<file path="src/rtl/deck_list_reader_pkg.sv">
// Shared definitions for the deck list reader: card node field layout, null address,
// suit encodings and walk FSM states.
package deck_list_reader_pkg;

   localparam int unsigned ALLOC_BIT  = 31;
   localparam int unsigned VALUE_MSB  = 15;
   localparam int unsigned VALUE_LSB  = 12;
   localparam int unsigned SUIT_MSB   = 11;
   localparam int unsigned SUIT_LSB   = 10;
   localparam int unsigned NEXT_MSB   = 9;
   localparam int unsigned NEXT_LSB   = 0;

   localparam int unsigned NULL_ADDR  = 0;
   localparam int unsigned CARD_CNT_W = 6;

   typedef enum logic [1:0] {
      SuitClubs    = 2'd0,
      SuitDiamonds = 2'd1,
      SuitHearts   = 2'd2,
      SuitSpades   = 2'd3
   } suit_e;

   typedef enum logic [2:0] {
      StIdle  = 3'd0,
      StFetch = 3'd1,
      StWait  = 3'd2,
      StCheck = 3'd3,
      StEmit  = 3'd4,
      StDone  = 3'd5
   } state_e;

endpackage

</file>
<file path="src/rtl/deck_list_reader_if.sv">
// Start/card-stream handshake and RAM-side port bundle of the deck list reader.
// The master modport is the reader; the slave modport is its controller/consumer/RAM side.
interface deck_list_reader_if
   import deck_list_reader_pkg::*;
#(
   parameter int unsigned ADDR_W = 10,
   parameter int unsigned DATA_W = 32
);

   logic                  enable;
   logic [ADDR_W-1:0]     head_addr;
   logic                  card_valid;
   logic                  card_ready;
   logic [3:0]            card_value;
   logic [1:0]            card_suit;
   logic                  finished_reading;
   logic [CARD_CNT_W-1:0] card_count;
   logic                  list_error;
   logic [ADDR_W-1:0]     ram_address;
   logic                  ram_clock;
   logic [DATA_W-1:0]     ram_data;
   logic                  ram_wren;
   logic [DATA_W-1:0]     ram_q;

   modport master (
      input  enable, head_addr, card_ready, ram_q,
      output card_valid, card_value, card_suit, finished_reading, card_count, list_error,
             ram_address, ram_clock, ram_data, ram_wren
   );

   modport slave (
      output enable, head_addr, card_ready, ram_q,
      input  card_valid, card_value, card_suit, finished_reading, card_count, list_error,
             ram_address, ram_clock, ram_data, ram_wren
   );

endinterface

</file>
<file path="src/rtl/deck_list_reader_card_node_decode.sv">
// Combinational split of a 32-bit card node word into alloc flag, value, suit and next pointer.
module deck_list_reader_card_node_decode
   import deck_list_reader_pkg::*;
#(
   parameter int unsigned ADDR_W = 10
) (
   input  logic [31:0]       i_word,
   output logic              o_alloc,
   output logic [3:0]        o_value,
   output logic [1:0]        o_suit,
   output logic [ADDR_W-1:0] o_next
);

   assign o_alloc = i_word[ALLOC_BIT];
   assign o_value = i_word[VALUE_MSB:VALUE_LSB];
   assign o_suit  = i_word[SUIT_MSB:SUIT_LSB];
   assign o_next  = i_word[NEXT_LSB +: ADDR_W];

   // Reserved bits between the alloc flag and the value field.
   logic w_unused_bits;
   assign w_unused_bits = ^i_word[30:16];

endmodule

</file>
<file path="src/rtl/deck_list_reader.sv">
// Walks one linked card list in the card RAM and streams (value, suit) over valid/ready.
// Optional macro DECK_LIST_READER_ALLOC_CHECK_EN: stop with list_error on an unallocated node.
module deck_list_reader
   import deck_list_reader_pkg::*;
#(
   parameter int unsigned ADDR_W    = 10,
   parameter int unsigned DATA_W    = 32,
   parameter int unsigned MAX_CARDS = 52,
   parameter int unsigned RAM_LAT   = 1
) (
   input  logic               i_clock,
   input  logic               i_resetn,
   deck_list_reader_if.master io_bus
);

   localparam int unsigned        WAIT_W  = (RAM_LAT > 1) ? $clog2(RAM_LAT + 1) : 1;
   localparam logic [WAIT_W-1:0]  LAT_CNT = WAIT_W'(RAM_LAT);
   localparam logic [CARD_CNT_W-1:0] MAX_CNT = CARD_CNT_W'(MAX_CARDS);
   localparam logic [ADDR_W-1:0]  NULL_A  = ADDR_W'(NULL_ADDR);

   state_e                r_state;
   logic [ADDR_W-1:0]     r_cur_addr;
   logic [ADDR_W-1:0]     r_next_addr;
   logic [ADDR_W-1:0]     r_ram_address;
   logic [WAIT_W-1:0]     r_wait_cnt;
   logic [CARD_CNT_W-1:0] r_count;
   logic [CARD_CNT_W-1:0] r_card_count;
   logic                  r_card_valid;
   logic [3:0]            r_card_value;
   logic [1:0]            r_card_suit;
   logic                  r_finished;
   logic                  r_list_error;

   logic                  w_alloc;
   logic [3:0]            w_value;
   logic [1:0]            w_suit;
   logic [ADDR_W-1:0]     w_next;
   logic                  w_node_ok;
   logic [CARD_CNT_W-1:0] w_count_inc;

   deck_list_reader_card_node_decode #(
      .ADDR_W (ADDR_W)
   ) u_node_decode (
      .i_word  (io_bus.ram_q[31:0]),
      .o_alloc (w_alloc),
      .o_value (w_value),
      .o_suit  (w_suit),
      .o_next  (w_next)
   );

`ifdef DECK_LIST_READER_ALLOC_CHECK_EN
   assign w_node_ok = w_alloc;
`else
   // Bit 31 is ignored: every reached node is emitted.
   assign w_node_ok = 1'b1;
   logic w_unused_alloc;
   assign w_unused_alloc = w_alloc;
`endif

   assign w_count_inc = r_count + CARD_CNT_W'(1);

   always_ff @(posedge i_clock or negedge i_resetn) begin
      if (!i_resetn) begin
         r_state       <= StIdle;
         r_cur_addr    <= '0;
         r_next_addr   <= '0;
         r_ram_address <= '0;
         r_wait_cnt    <= '0;
         r_count       <= '0;
         r_card_count  <= '0;
         r_card_valid  <= 1'b0;
         r_card_value  <= '0;
         r_card_suit   <= '0;
         r_finished    <= 1'b0;
         r_list_error  <= 1'b0;
      end else begin
         r_finished <= 1'b0;
         unique case (r_state)
            StIdle: begin
               if (io_bus.enable) begin
                  r_cur_addr   <= io_bus.head_addr;
                  r_count      <= '0;
                  r_list_error <= 1'b0;
                  r_state      <= (io_bus.head_addr == NULL_A) ? StDone : StFetch;
               end
            end
            StFetch: begin
               r_ram_address <= r_cur_addr;
               r_wait_cnt    <= LAT_CNT;
               r_state       <= StWait;
            end
            StWait: begin
               r_wait_cnt <= r_wait_cnt - WAIT_W'(1);
               if (r_wait_cnt <= WAIT_W'(1)) begin
                  r_state <= StCheck;
               end
            end
            StCheck: begin
               if (!w_node_ok) begin
                  r_list_error <= 1'b1;
                  r_state      <= StDone;
               end else begin
                  r_card_value <= w_value;
                  r_card_suit  <= w_suit;
                  r_next_addr  <= w_next;
                  r_card_valid <= 1'b1;
                  r_state      <= StEmit;
               end
            end
            StEmit: begin
               if (io_bus.card_ready) begin
                  r_card_valid <= 1'b0;
                  r_count      <= w_count_inc;
                  r_cur_addr   <= r_next_addr;
                  if (r_next_addr == NULL_A || w_count_inc == MAX_CNT) begin
                     // Loop guard tripped on a list that still points onward.
                     if (r_next_addr != NULL_A) begin
                        r_list_error <= 1'b1;
                     end
                     r_state <= StDone;
                  end else begin
                     r_state <= StFetch;
                  end
               end
            end
            StDone: begin
               r_finished   <= 1'b1;
               r_card_count <= r_count;
               r_state      <= StIdle;
            end
            default: r_state <= StIdle;
         endcase
      end
   end

   assign io_bus.card_valid       = r_card_valid;
   assign io_bus.card_value       = r_card_value;
   assign io_bus.card_suit        = r_card_suit;
   assign io_bus.finished_reading = r_finished;
   assign io_bus.card_count       = r_card_count;
   assign io_bus.list_error       = r_list_error;
   assign io_bus.ram_address      = r_ram_address;
   assign io_bus.ram_clock        = i_clock;
   assign io_bus.ram_data         = {DATA_W{1'b0}};
   assign io_bus.ram_wren         = 1'b0;

endmodule

</file>
<file path="src/flat_wrapper.sv">
// flat-port wrapper written by rule: the top's interface ports become plain ports
module deck_list_reader_flat import deck_list_reader_pkg::*;
#(
   parameter int unsigned ADDR_W    = 10,
   parameter int unsigned DATA_W    = 32,
   parameter int unsigned MAX_CARDS = 52,
   parameter int unsigned RAM_LAT   = 1
)
  (i_clock, i_resetn, io_bus_enable, io_bus_head_addr, io_bus_card_ready, io_bus_ram_q, io_bus_card_valid, io_bus_card_value, io_bus_card_suit, io_bus_finished_reading, io_bus_card_count, io_bus_list_error, io_bus_ram_address, io_bus_ram_clock, io_bus_ram_data, io_bus_ram_wren);
  deck_list_reader_if #(.ADDR_W(ADDR_W), .DATA_W(DATA_W)) io_bus_i ();
  input  logic i_clock;
  input  logic i_resetn;
  input wire logic [$bits(io_bus_i.enable)-1:0] io_bus_enable;
  input wire logic [$bits(io_bus_i.head_addr)-1:0] io_bus_head_addr;
  input wire logic [$bits(io_bus_i.card_ready)-1:0] io_bus_card_ready;
  input wire logic [$bits(io_bus_i.ram_q)-1:0] io_bus_ram_q;
  output wire logic [$bits(io_bus_i.card_valid)-1:0] io_bus_card_valid;
  output wire logic [$bits(io_bus_i.card_value)-1:0] io_bus_card_value;
  output wire logic [$bits(io_bus_i.card_suit)-1:0] io_bus_card_suit;
  output wire logic [$bits(io_bus_i.finished_reading)-1:0] io_bus_finished_reading;
  output wire logic [$bits(io_bus_i.card_count)-1:0] io_bus_card_count;
  output wire logic [$bits(io_bus_i.list_error)-1:0] io_bus_list_error;
  output wire logic [$bits(io_bus_i.ram_address)-1:0] io_bus_ram_address;
  output wire logic [$bits(io_bus_i.ram_clock)-1:0] io_bus_ram_clock;
  output wire logic [$bits(io_bus_i.ram_data)-1:0] io_bus_ram_data;
  output wire logic [$bits(io_bus_i.ram_wren)-1:0] io_bus_ram_wren;
  assign io_bus_i.enable = io_bus_enable;
  assign io_bus_i.head_addr = io_bus_head_addr;
  assign io_bus_i.card_ready = io_bus_card_ready;
  assign io_bus_i.ram_q = io_bus_ram_q;
  assign io_bus_card_valid = io_bus_i.card_valid;
  assign io_bus_card_value = io_bus_i.card_value;
  assign io_bus_card_suit = io_bus_i.card_suit;
  assign io_bus_finished_reading = io_bus_i.finished_reading;
  assign io_bus_card_count = io_bus_i.card_count;
  assign io_bus_list_error = io_bus_i.list_error;
  assign io_bus_ram_address = io_bus_i.ram_address;
  assign io_bus_ram_clock = io_bus_i.ram_clock;
  assign io_bus_ram_data = io_bus_i.ram_data;
  assign io_bus_ram_wren = io_bus_i.ram_wren;
  deck_list_reader #(.ADDR_W(ADDR_W), .DATA_W(DATA_W), .MAX_CARDS(MAX_CARDS), .RAM_LAT(RAM_LAT)) u_core (.i_clock(i_clock), .i_resetn(i_resetn), .io_bus(io_bus_i));
endmodule
</file>
<file path="config.mk">
export PLATFORM = sky130hd
export DESIGN_NAME = deck_list_reader_flat
export DESIGN_NICKNAME = d
export VERILOG_FILES = /design/src/rtl/deck_list_reader_pkg.sv /design/src/rtl/deck_list_reader_if.sv /design/src/rtl/deck_list_reader_card_node_decode.sv /design/src/rtl/deck_list_reader.sv /design/src/flat_wrapper.sv
export SDC_FILE = /design/constraint.sdc
export NUM_CORES = 1
export LEC_CHECK = 0
export BUFFER_PORTS_ARGS = -buffer_cell sky130_fd_sc_hd__buf_2
export CELL_PAD_IN_SITES_DETAIL_PLACEMENT = 0
export CELL_PAD_IN_SITES_GLOBAL_PLACEMENT = 1
export CORE_AREA = 2 2 82 104
export DETAILED_ROUTE_END_ITERATION = 10
export DIE_AREA = 0 0 84 106
export GPL_ROUTABILITY_DRIVEN = 0
export PLACE_DENSITY = 0.8
export SYNTH_ARGS = -nofsm -noshare
export SYNTH_HDL_FRONTEND = slang
export SYNTH_SLANG_ARGS = --single-unit
</file>
<file path="constraint.sdc">
create_clock -name i_clock -period 1.2 [get_ports i_clock]
set_input_delay 0.24 -clock i_clock [delete_from_list [all_inputs] [get_ports i_clock]]
set_output_delay 0.24 -clock i_clock [all_outputs]
set_load 0.02 [all_outputs]
</file>
== Word-level counts from Yosys, hierarchy flattened ==
Cells that the tools add are included.

* Bits in registers: 55
* Input port bits: 46
* Output and inout bits: 59
* Word-level logic and storage cells: 59

* Add/subtract/negate cells: 2
* Order comparisons: 1
* Equal/unequal tests: 11
* Mux-type cells: 21
* Reduce and logical (&&, ||, !) cells: 12

{| class="wikitable"
|+ Operators by type and width
! kind !! number
|-
| $logic_not A10 Y1 || 2
|-
| $mux W10 || 2
|-
| $pmux W10 S2 || 1
|-
| $mux W3 || 5
|-
| $pmux W3 S5 || 1
|-
| $mux W6 || 2
|-
| $pmux W6 S2 || 1
|-
| $reduce_bool A10 Y1 || 1
|-
| $add A6 B1 Y6 const B || 1
|-
| $eq A3 B2 Y1 const B || 2
|-
| $eq A3 B3 Y1 const B || 2
|-
| $eq A6 B6 Y1 const B || 1
|-
| $mux W1 || 6
|-
| $ne A2 B1 Y1 const B || 3
|-
| $pmux W1 S2 || 3
|-
| $reduce_and A3 Y1 || 2
|-
| $reduce_bool A2 Y1 || 3
|-
| $reduce_and A5 Y1 || 1
|-
| $ne A2 B2 Y1 const B || 2
|-
| $eq A3 B1 Y1 const B || 1
|-
| $logic_not A3 Y1 || 1
|-
| $reduce_and A2 Y1 || 1
|-
| $le A1 B1 Y1 const B || 1
|-
| $logic_or A1 B1 Y1 || 1
|-
| $sub A1 B1 Y1 const B || 1
|}

== Longest topological paths before layout ==
Gate-level depths: netlist of run 1.

* Depth after elaboration: 6
* Gate-level depth with buffers: 6
* Gate-level depth less buffers: 5

== Cells and area by module ==
Synthesis of run 1 repeated with hierarchy kept, for this count alone.

* Cell total of the unflattened synthesis: 228
* Area total of the unflattened synthesis: 2807.7 um^2

{| class="wikitable"
|+ Modules (own cells, without submodules)
! module !! times used !! cells an instance !! area each (um^2) !! sequential area each (um^2)
|-
| deck_list_reader || 1 || 211 || 2680.1 || 1351.3
|-
| deck_list_reader_card_node_decode || 1 || 17 || 127.6 || 0.0
|}

==> reports/metrics.csv, run 1 <==
metric,value,unit
largest net degree at the start of global routing,50,
ys flop type,dfrtp_1,
"Cell Chain, Critical Path","nor4b_4, nor2_4, buf_12, a22o_1",
Multi-input gate area,1094,sq um
pre-CTS setup slack,-0.2242,ns
Int Pwr,6.013,mW
Post-synth top cells,"54 x dfrtp_1, 37 x buf_4, 32 x mux2_2, 26 x nand2_1, 9 x a22oi_1",
die area,8904,sq um
grt total ovfl,0,
# rows,37,
Seq pwr share,0.346,
Setup WS post-layout,-0.1652,ns
"Cell Count, Final, Fillers Out",422,
synth-to-layout area growth,41.76,%
Post-Place Cells,388,
die height,106,um
switch share,0.3315,
first-pass GRT wire length,8.687,mm
Tcrit/Tclk final,1.138,
"CP delay by family, top",flip-flops,
min cycle time layout,1.365,ns
sequential fraction of the synthesis area,0.5250,
leading area contributor after synthesis,dfrtp_1,
Worst Path Max Fanout,8,
fin util,0.4556,
HP Start,io_bus_ram_q[7],
RSZ-0062 raised after global routing,true,
FF-to-FF Start,u_core.r_state[2],
synth top area cells,"dfrtp_1 53%, mux2_2 14%, buf_4 11%",
hold slack,0.04857,ns
core area,8009,sq um
PortBufs,55,
outcome,"finished, violations left",
Pleak,1.835,nW
Worst Path Buf+Inv,1,
R2R cell count,4,
Detailed Place HPWL,3.880,mm
Syn Std Cell Area,2574,sq um
reg2reg end,u_core.r_count[1],
Comb power frac,0.474,
Hold WC Path Type,primary input to flop,
Critical Path AT,1.68,ns
post-synthesis instance total,214,
register area,1355,sq um
Yosys top cell area share,0.5250,
setup TNS,-6.136,ns
most frequent cell after synthesis,dfrtp_1,
via count of the first global-routing pass,1874,
Yosys cell types,34,
"EDFF count, synth",0,
CP Class,flop to flop,
Hold Path End,u_core.r_next_addr[7],
Ports,105,
Final #Nets,371,
CTS tree,built,
final hold vios,0,
pwr dens,2465,nW/um^2
Critical-path top delay cell,dfrtp_2,
Fillers,774,
Die Wd,84,um
DP Area,3065,sq um
CP Launch Type,flop,
Clock Skew,0.006524,ns
WHS Path Cells,2,
via count,1865,
Final ANT Viol Nets,0,
clk slew on worst S/H paths,0.10,ns
Worst EP required,1.51,ns
fmax,732.5,MHz
DR pass1 iterations,4,
Clk pwr share,0.180,
Final setup viols,53,
crit path capture type,flop,
initial antenna violation count,0,
Sw Pwr,2.981,mW
WL final,5.501,mm
Routed wire per std cell,13.04,um
starting density of the core,0.3214,
max cap viols,0,
CP max stage delay,0.49,ns
"flops & latches, synth",54,
final routed DRC violation total,0,
Antenna diodes,0,
DR iter-0 viols,80,
final instance area,3649,sq um
worst-skew pair later-pin latency,0.42,ns
power consumption,8.995,mW
vias per cell,4.419,
share of cells above drive strength 1,0.5323,
syn avg cell area,12.03,sq um
fin. max-slew vios,0,
violated checks,negative setup slack,
flop2flop setup slack,-0.17,ns
VDD IR max,969.9,uV
Synth Warn #,0,
async set-reset flop share out of synthesis,1.000,
total track usage,0.1245,
[state kept, by name, indices dropped and copies added (netlist names)]
| signal | flops |
|---|---|
| u_core.r_count | 6 |
| u_core.io_bus.card_value | 4 |
| u_core.io_bus.card_count | 6 |
| u_core.r_cur_addr | 10 |
| u_core.io_bus.card_valid | 1 |
| u_core.r_state | 3 |
| u_core.io_bus.finished_reading | 1 |
| u_core.io_bus.card_suit | 2 |
| u_core.io_bus.list_error | 1 |
| u_core.r_next_addr | 10 |
| u_core.io_bus.ram_address | 10 |
[power groups by stage]
stage | sequential, mW | clock, mW | combinational (mW)
final | 3.11 | 1.62 | 4.26
after global routing | 3.20 | 1.75 | 4.62
after CTS | 3.10 | 1.67 | 3.95
after detailed placement | 3.06 | 0.0778 | 3.26
after global placement | 3.04 | 0.0778 | 3.19
after floorplan | 3.32 | 0.0974 | 2.02
[layer usage]
metal  vias up  share of wire  GRT usage
li1        891              -          -
met4         0          0.023    0.06336
met3         9          0.057    0.03960
met5         -              0          0
met2        64           0.50     0.1983
met1       901           0.42     0.1514
[repair_timing]
item,CTS,global route
pin swaps,6,10
endpoints found under the setup margin,76,77
cloned,0,0
buffers inserted,11,11
hold endpoints to repair,54,0
hold buffers,1,0
resized for setup,64,14
[worst register-to-register path, cell delays in order, from the launching register on]
cell and delay [ns]:
dfrtp_2 0.49, nor4b_4 0.37, nor2_4 0.08, buf_12 0.14
a22o_1 0.17
[layout make-up]
class / instances / share of cell area
repair buffers: 109 / 0.2483
clock inverters: 3 / 0.01200
multi-input cells: 148 / 0.2997
inverters: 2 / 0.002058
well taps: 97 / 0.03326
clock buffers: 9 / 0.03326
flip-flops and latches: 54 / 0.3714
[cell usage in the layout (no fill, tap or decap), types with 2 or more instances in the layout]
cell	count
buf_4	44
o21ai_1	3
nand2_2	2
conb_1	33
mux2_4	9
o21ai_2	3
mux2_2	23
dfrtp_1	51
inv_1	2
a22oi_1	9
buf_12	3
nor3_1	3
buf_6	33
dfrtp_2	3
buf_2	29
and3_1	2
nand3b_1	2
clkbuf_8	8
nand3_1	4
xor2_1	2
nor4_1	3
nand2_1	25
nor2_1	7
[cells by family after synthesis]
| logic type | share of synthesized area |
|---|---|
| adders and majority gates | 0.004861 |
| other | 0.001457 |
| muxes | 0.1400 |
| AOI/OAI and AO/OA | 0.05396 |
| buffers and inverters | 0.1327 |
| and+or+nand+nor | 0.1317 |
| DFF | 0.5250 |
| xor gates and xnor gates | 0.01021 |
[how the worst max path moves through the flow]
stage | startpoint | end | slack, ns | depth (start not counted)
6_report | u_core.r_state[2] | u_core.r_count[1] | -0.17 | 4
5_1_grt | u_core.r_state[2] | u_core.r_cur_addr[0] | -0.23 | 5
4_1_cts | u_core.r_state[2] | u_core.r_count[1] | -0.18 | 4
3_5_place_dp | u_core.r_state[2] | u_core.r_cur_addr[9] | -0.22 | 4
3_3_place_gp | u_core.r_state[2] | u_core.r_cur_addr[9] | -0.18 | 4
2_1_floorplan | u_core.r_state[0] | u_core.r_count[0] | -0.11 | 6
Power figures use the tool's default switching activity.
==> run 2, diff against run 1 <==
Settings changed: CORE_AREA 2 2 82 104 to 2 2 76 96, DIE_AREA 0 0 84 106 to 0 0 78 98, PLACE_DENSITY 0.8 to 0.88.
Clock period 1.2 ns to 1.6 ns, I/O delays scaled along.
==> reports/metrics.csv, run 2 (synthesis gave the netlist of run 1 again) <==
metric,value,unit,change
outcome,"finished, final reports clean",,
PortBufs,55,,unchanged
setup TNS,0,ns,+6.136 ns
CTS tree,built,,
worst-skew pair later-pin latency,0.42,ns,about the same
CP Launch Type,clock port,,
Critical Path End,io_bus_ram_clock,,
fmax,678.7,MHz,
core area,6807,sq um,-15%
Pleak,1.497,nW,-18%
"commonest non-fill, non-tap cells in the layout","55 x buf_2, 54 x dfrtp_1, 33 x conb_1",,
"most common cell after layout, fill and taps aside",buf_2,,
starting density of the core,0.3781,,+0.05677
final hold vios,0,,unchanged
Detailed Place HPWL,3.479,mm,-10%
vias per cell,4.549,,+2.9%
total track usage,0.1326,,+0.008106
min cycle time layout,1.489,ns,
Critical Path AT,1.17,ns,-0.51 ns
synth-to-layout area growth,15.07,%,
Final setup viols,0,,-100%
WHS Path Cells,2,,unchanged
Clock Skew,0.009005,ns,+0.002480 ns
pre-CTS setup slack,0.1418,ns,+0.3660 ns
"Cell Count, Final, Fillers Out",368,,-13%
Routed wire per std cell,12.89,um,-1.1%
WL final,4.745,mm,-14%
first-pass GRT wire length,8.031,mm,-7.6%
Final ANT Viol Nets,0,,unchanged
via count of the first global-routing pass,1628,,-13%
via count,1674,,-10%
Tcrit/Tclk final,0.9303,,
reg2reg end,u_core.r_next_addr[8],,
fin util,0.4351,,-0.02044
Die Wd,78,um,-7.1%
FF-to-FF Start,u_core.r_state[2],,
Hold WC Path Type,primary input to flop,,
fin. max-slew vios,0,,unchanged
Post-Place Cells,356,,-8.2%
R2R cell count,3,,-1
crit path capture type,output port,,
Setup crit start,i_clock,,
die height,98,um,-7.5%
initial antenna violation count,0,,unchanged
# rows,34,,-8.1%
power consumption,5.312,mW,-41%
pwr dens,1794,nW/um^2,-27%
RSZ-0062 raised after global routing,false,,
largest net degree at the start of global routing,55,,+10%
CP Class,clock port to output port,,
Ports,105,,unchanged
VDD IR max,657.3,uV,-32%
max cap viols,0,,unchanged
Antenna diodes,0,,unchanged
clk slew on worst S/H paths,0.10,ns,about the same
Setup WS post-layout,0.1115,ns,+0.2767 ns
DR pass1 iterations,4,,unchanged
Worst Path Max Fanout,2,,-6
final routed DRC violation total,0,,unchanged
flop2flop setup slack,0.13,ns,+0.30 ns
Worst EP required,1.28,ns,-0.23 ns
DR iter-0 viols,152,,+90%
share of cells above drive strength 1,0.4065,,-0.1258
Post-CTS Setup Inserts,0,,-11
die area,7644,sq um,-14%
grt total ovfl,0,,unchanged
Final #Nets,324,,-13%
==> run 2: changes by cell type in the layout (fill, tap and decap cells not counted), sizes merged <==
cell	delta
buf	-47
clkinvlp	+2
bufinv	-1
clkinv	-1
==> run 2: what timing repair did <==
action                     4_1_cts  5_1_grt
hold buffers                     1        0
resized for setup                0        1
hold endpoints to repair        54        0
setup endpoints to repair        0        1
==> run 2: routing by layer <==
layer,up-vias,global-route usage,part of all wire
li1,802,-,-
met1,810,0.1716,0.43
met2,57,0.2162,0.50
met3,5,0.03050,0.055
met4,0,0.05128,0.013
met5,-,0,0
==> run 2: layout make-up <==
class | count | area, sq um
timing repair buffer | 62 | 345.3
sequential | 54 | 1351
multi-input combinational | 148 | 1006
inverter | 2 | 7.507
clock buffer | 9 | 115.1
fill | 679 | 3845
clock inverter | 3 | 23.77
tap | 90 | 112.6
==> run 2: stage by stage <==
step	hold slack, ns	area, sq um
4_1_cts	0.1217	2957
6_report	0.1329	2962
2_1_floorplan	0.02441	2694
3_5_place_dp	0.3406	2813
5_1_grt	0.1195	2962
3_3_place_gp	0.3368	2813
==> run 2: worst min path at each step <==
stage,from,end,slack (ns)
after floorplan,i_resetn,u_core.io_bus.card_count[0],0.02
after global placement,i_resetn,u_core.io_bus.card_value[1],0.34
after detailed placement,i_resetn,u_core.io_bus.card_value[1],0.34
after CTS,io_bus_ram_q[15],u_core.io_bus.card_value[3],0.12
after global routing,io_bus_ram_q[10],u_core.io_bus.card_suit[0],0.12
final,io_bus_ram_q[0],u_core.r_next_addr[0],0.13
==> run 2: power by group <==
part           internal (mW)  total (mW)  switching (mW)  leakage [nW]
sequential              1.91        2.31           0.399         0.674
clock                  0.490        1.03           0.536        0.0663
combinational          0.941        1.97            1.03         0.756
==> run 2: worst max-delay path, stage by stage <==
cell	delay, ns
clkbuf_8	0.11
clkbuf_8	0.12
buf_2	0.15
==> run 3, diff against run 2 <==
Settings changed: PLACE_DENSITY 0.88 to unset, PLACE_DENSITY_LB_ADDON set to 0.1.
==> reports/metrics.csv, run 3 (synthesis gave the netlist of run 1 again) <==
metric,value,unit,change
Post-Place Cells,359,,+0.84%
Final setup viols,0,,unchanged
fin. max-slew vios,0,,unchanged
worst-skew pair later-pin latency,0.41,ns,about the same
starting density of the core,0.3781,,unchanged
Pleak,1.521,nW,+1.6%
Sw Pwr,1.951,mW,-0.89%
Die Wd,78,um,unchanged
Int Pwr,3.383,mW,+1.2%
setup TNS,0,ns,unchanged
Multi-input gate area,1001,sq um,-0.50%
register area,1353,sq um,about the same
CP Class,clock port to output port,,
Hold Path End,u_core.io_bus.card_value[0],,
Final ANT Viol Nets,0,,unchanged
pwr dens,1774,nW/um^2,-1.1%
vias per cell,4.477,,-1.6%
"most common cell after layout, fill and taps aside",buf_2,,
via count of the first global-routing pass,1646,,+1.1%
Critical Path AT,1.17,ns,about the same
DR iter-0 viols,56,,-63%
reg2reg end,u_core.io_bus.ram_address[9],,
die area,7644,sq um,unchanged
total track usage,0.1393,,+0.006703
outcome,"finished, final reports clean",,
"Cell Count, Final, Fillers Out",371,,+0.82%
final hold vios,0,,unchanged
switch share,0.3658,,-0.004757
# rows,34,,unchanged
DR pass1 iterations,4,,unchanged
VDD IR max,871.9,uV,+33%
max cap viols,0,,unchanged
Detailed Place HPWL,3.607,mm,+3.7%
flop2flop setup slack,0.14,ns,about the same
Worst EP required,1.28,ns,about the same
PortBufs,55,,unchanged
Worst Path Max Fanout,2,,unchanged
Hold WC Path Type,primary input to flop,,
Seq pwr share,0.432,,-0.003
first-pass GRT wire length,8.093,mm,+0.77%
crit path capture type,output port,,
Clock Skew,0.006565,ns,-0.002439 ns
"commonest non-fill, non-tap cells in the layout","55 x buf_2, 53 x dfrtp_1, 33 x conb_1",,
final routed DRC violation total,0,,unchanged
R2R cell count,3,,unchanged
synth-to-layout area growth,16.82,%,
Antenna diodes,0,,unchanged
WL final,4.850,mm,+2.2%
initial antenna violation count,0,,unchanged
HP Start,io_bus_ram_q[12],,
clk slew on worst S/H paths,0.10,ns,about the same
Fillers,707,,+4.1%
via count,1661,,-0.78%
grt total ovfl,0,,unchanged
CP Launch Type,clock port,,
RSZ-0062 raised after global routing,false,,
core area,6807,sq um,unchanged
die height,98,um,unchanged
Ports,105,,unchanged
share of cells above drive strength 1,0.4128,,+0.006337
WHS Path Cells,2,,unchanged
FF-to-FF Start,u_core.r_state[0],,
Clk pwr share,0.194,,about the same
Comb power frac,0.374,,+0.002
Final #Nets,327,,+0.93%
CTS tree,built,,
Routed wire per std cell,13.07,um,+1.4%
fin util,0.4417,,+0.006618
largest net degree at the start of global routing,23,,-58%
run 3: changes by cell type in the layout (fill, tap and decap cells not counted), sizes merged:
cell	delta
clkinv	+1
clkinvlp	-1
buf	+3
run 3: area by class of cell:
type / count / area share
tap: 90 / 0.03745
clock buffer: 9 / 0.03829
sequential: 54 / 0.4499
multi-input combinational: 148 / 0.3329
inverter: 2 / 0.002497
timing repair buffer: 65 / 0.1307
clock inverter: 3 / 0.008323
run 3: timing repair:
action	in CTS	in global routing
endpoints found under the hold margin	15	0
hold buffers	1	0
gates resized for setup	0	1
buffers inserted	0	0
endpoints found under the setup margin	0	1
run 3: worst max-delay path by stage:
stage	startpoint	endpoint	slack, ns	cells after the start
2_1_floorplan	u_core.r_state[1]	u_core.io_bus.ram_address[0]	0.27	4
3_3_place_gp	u_core.r_state[2]	u_core.io_bus.ram_address[2]	0.11	3
3_5_place_dp	u_core.r_state[2]	u_core.io_bus.ram_address[2]	0.11	3
4_1_cts	u_core.r_state[2]	u_core.io_bus.ram_address[9]	0.1	3
5_1_grt	u_core.r_state[0]	u_core.io_bus.ram_address[5]	0.02	3
6_report	i_clock	io_bus_ram_clock	0.11	3
run 3: metrics by stage:
step	hold WS, ns	power (mW)	instance area, sq um	worst slack, ns
CTS	0.1186	5.440	3005	0.09772
finish	0.1321	5.333	3007	0.1106
detailed placement	0.2952	4.440	2860	0.1128
floorplan	0.02441	3.951	2694	0.2735
global placement	0.2865	4.387	2860	0.1137
global route	0.1159	5.737	3007	0.01571
run 3: power groups by stage:
stage / combinational (mW) / sequential (mW) / clock (mW)
finish: 2.00 / 2.31 / 1.03
global route: 2.19 / 2.40 / 1.15
CTS: 2.04 / 2.32 / 1.09
detailed placement: 2.03 / 2.35 / 0.0584
global placement: 2.00 / 2.33 / 0.0584
floorplan: 1.40 / 2.48 / 0.0730
run 3: per-layer routing:
metal / vias up / GRT usage / wire [um]
met5: - / 0 / 0
li1: 803 / - / -
met4: 0 / 0.08637 / 119
met1: 784 / 0.1776 / 2159
met3: 7 / 0.04529 / 311
met2: 67 / 0.2042 / 2260
run 3: worst max-delay path, cell delays in order:
cell	delay, ns
clkbuf_8	0.11
clkbuf_8	0.12
buf_2	0.15
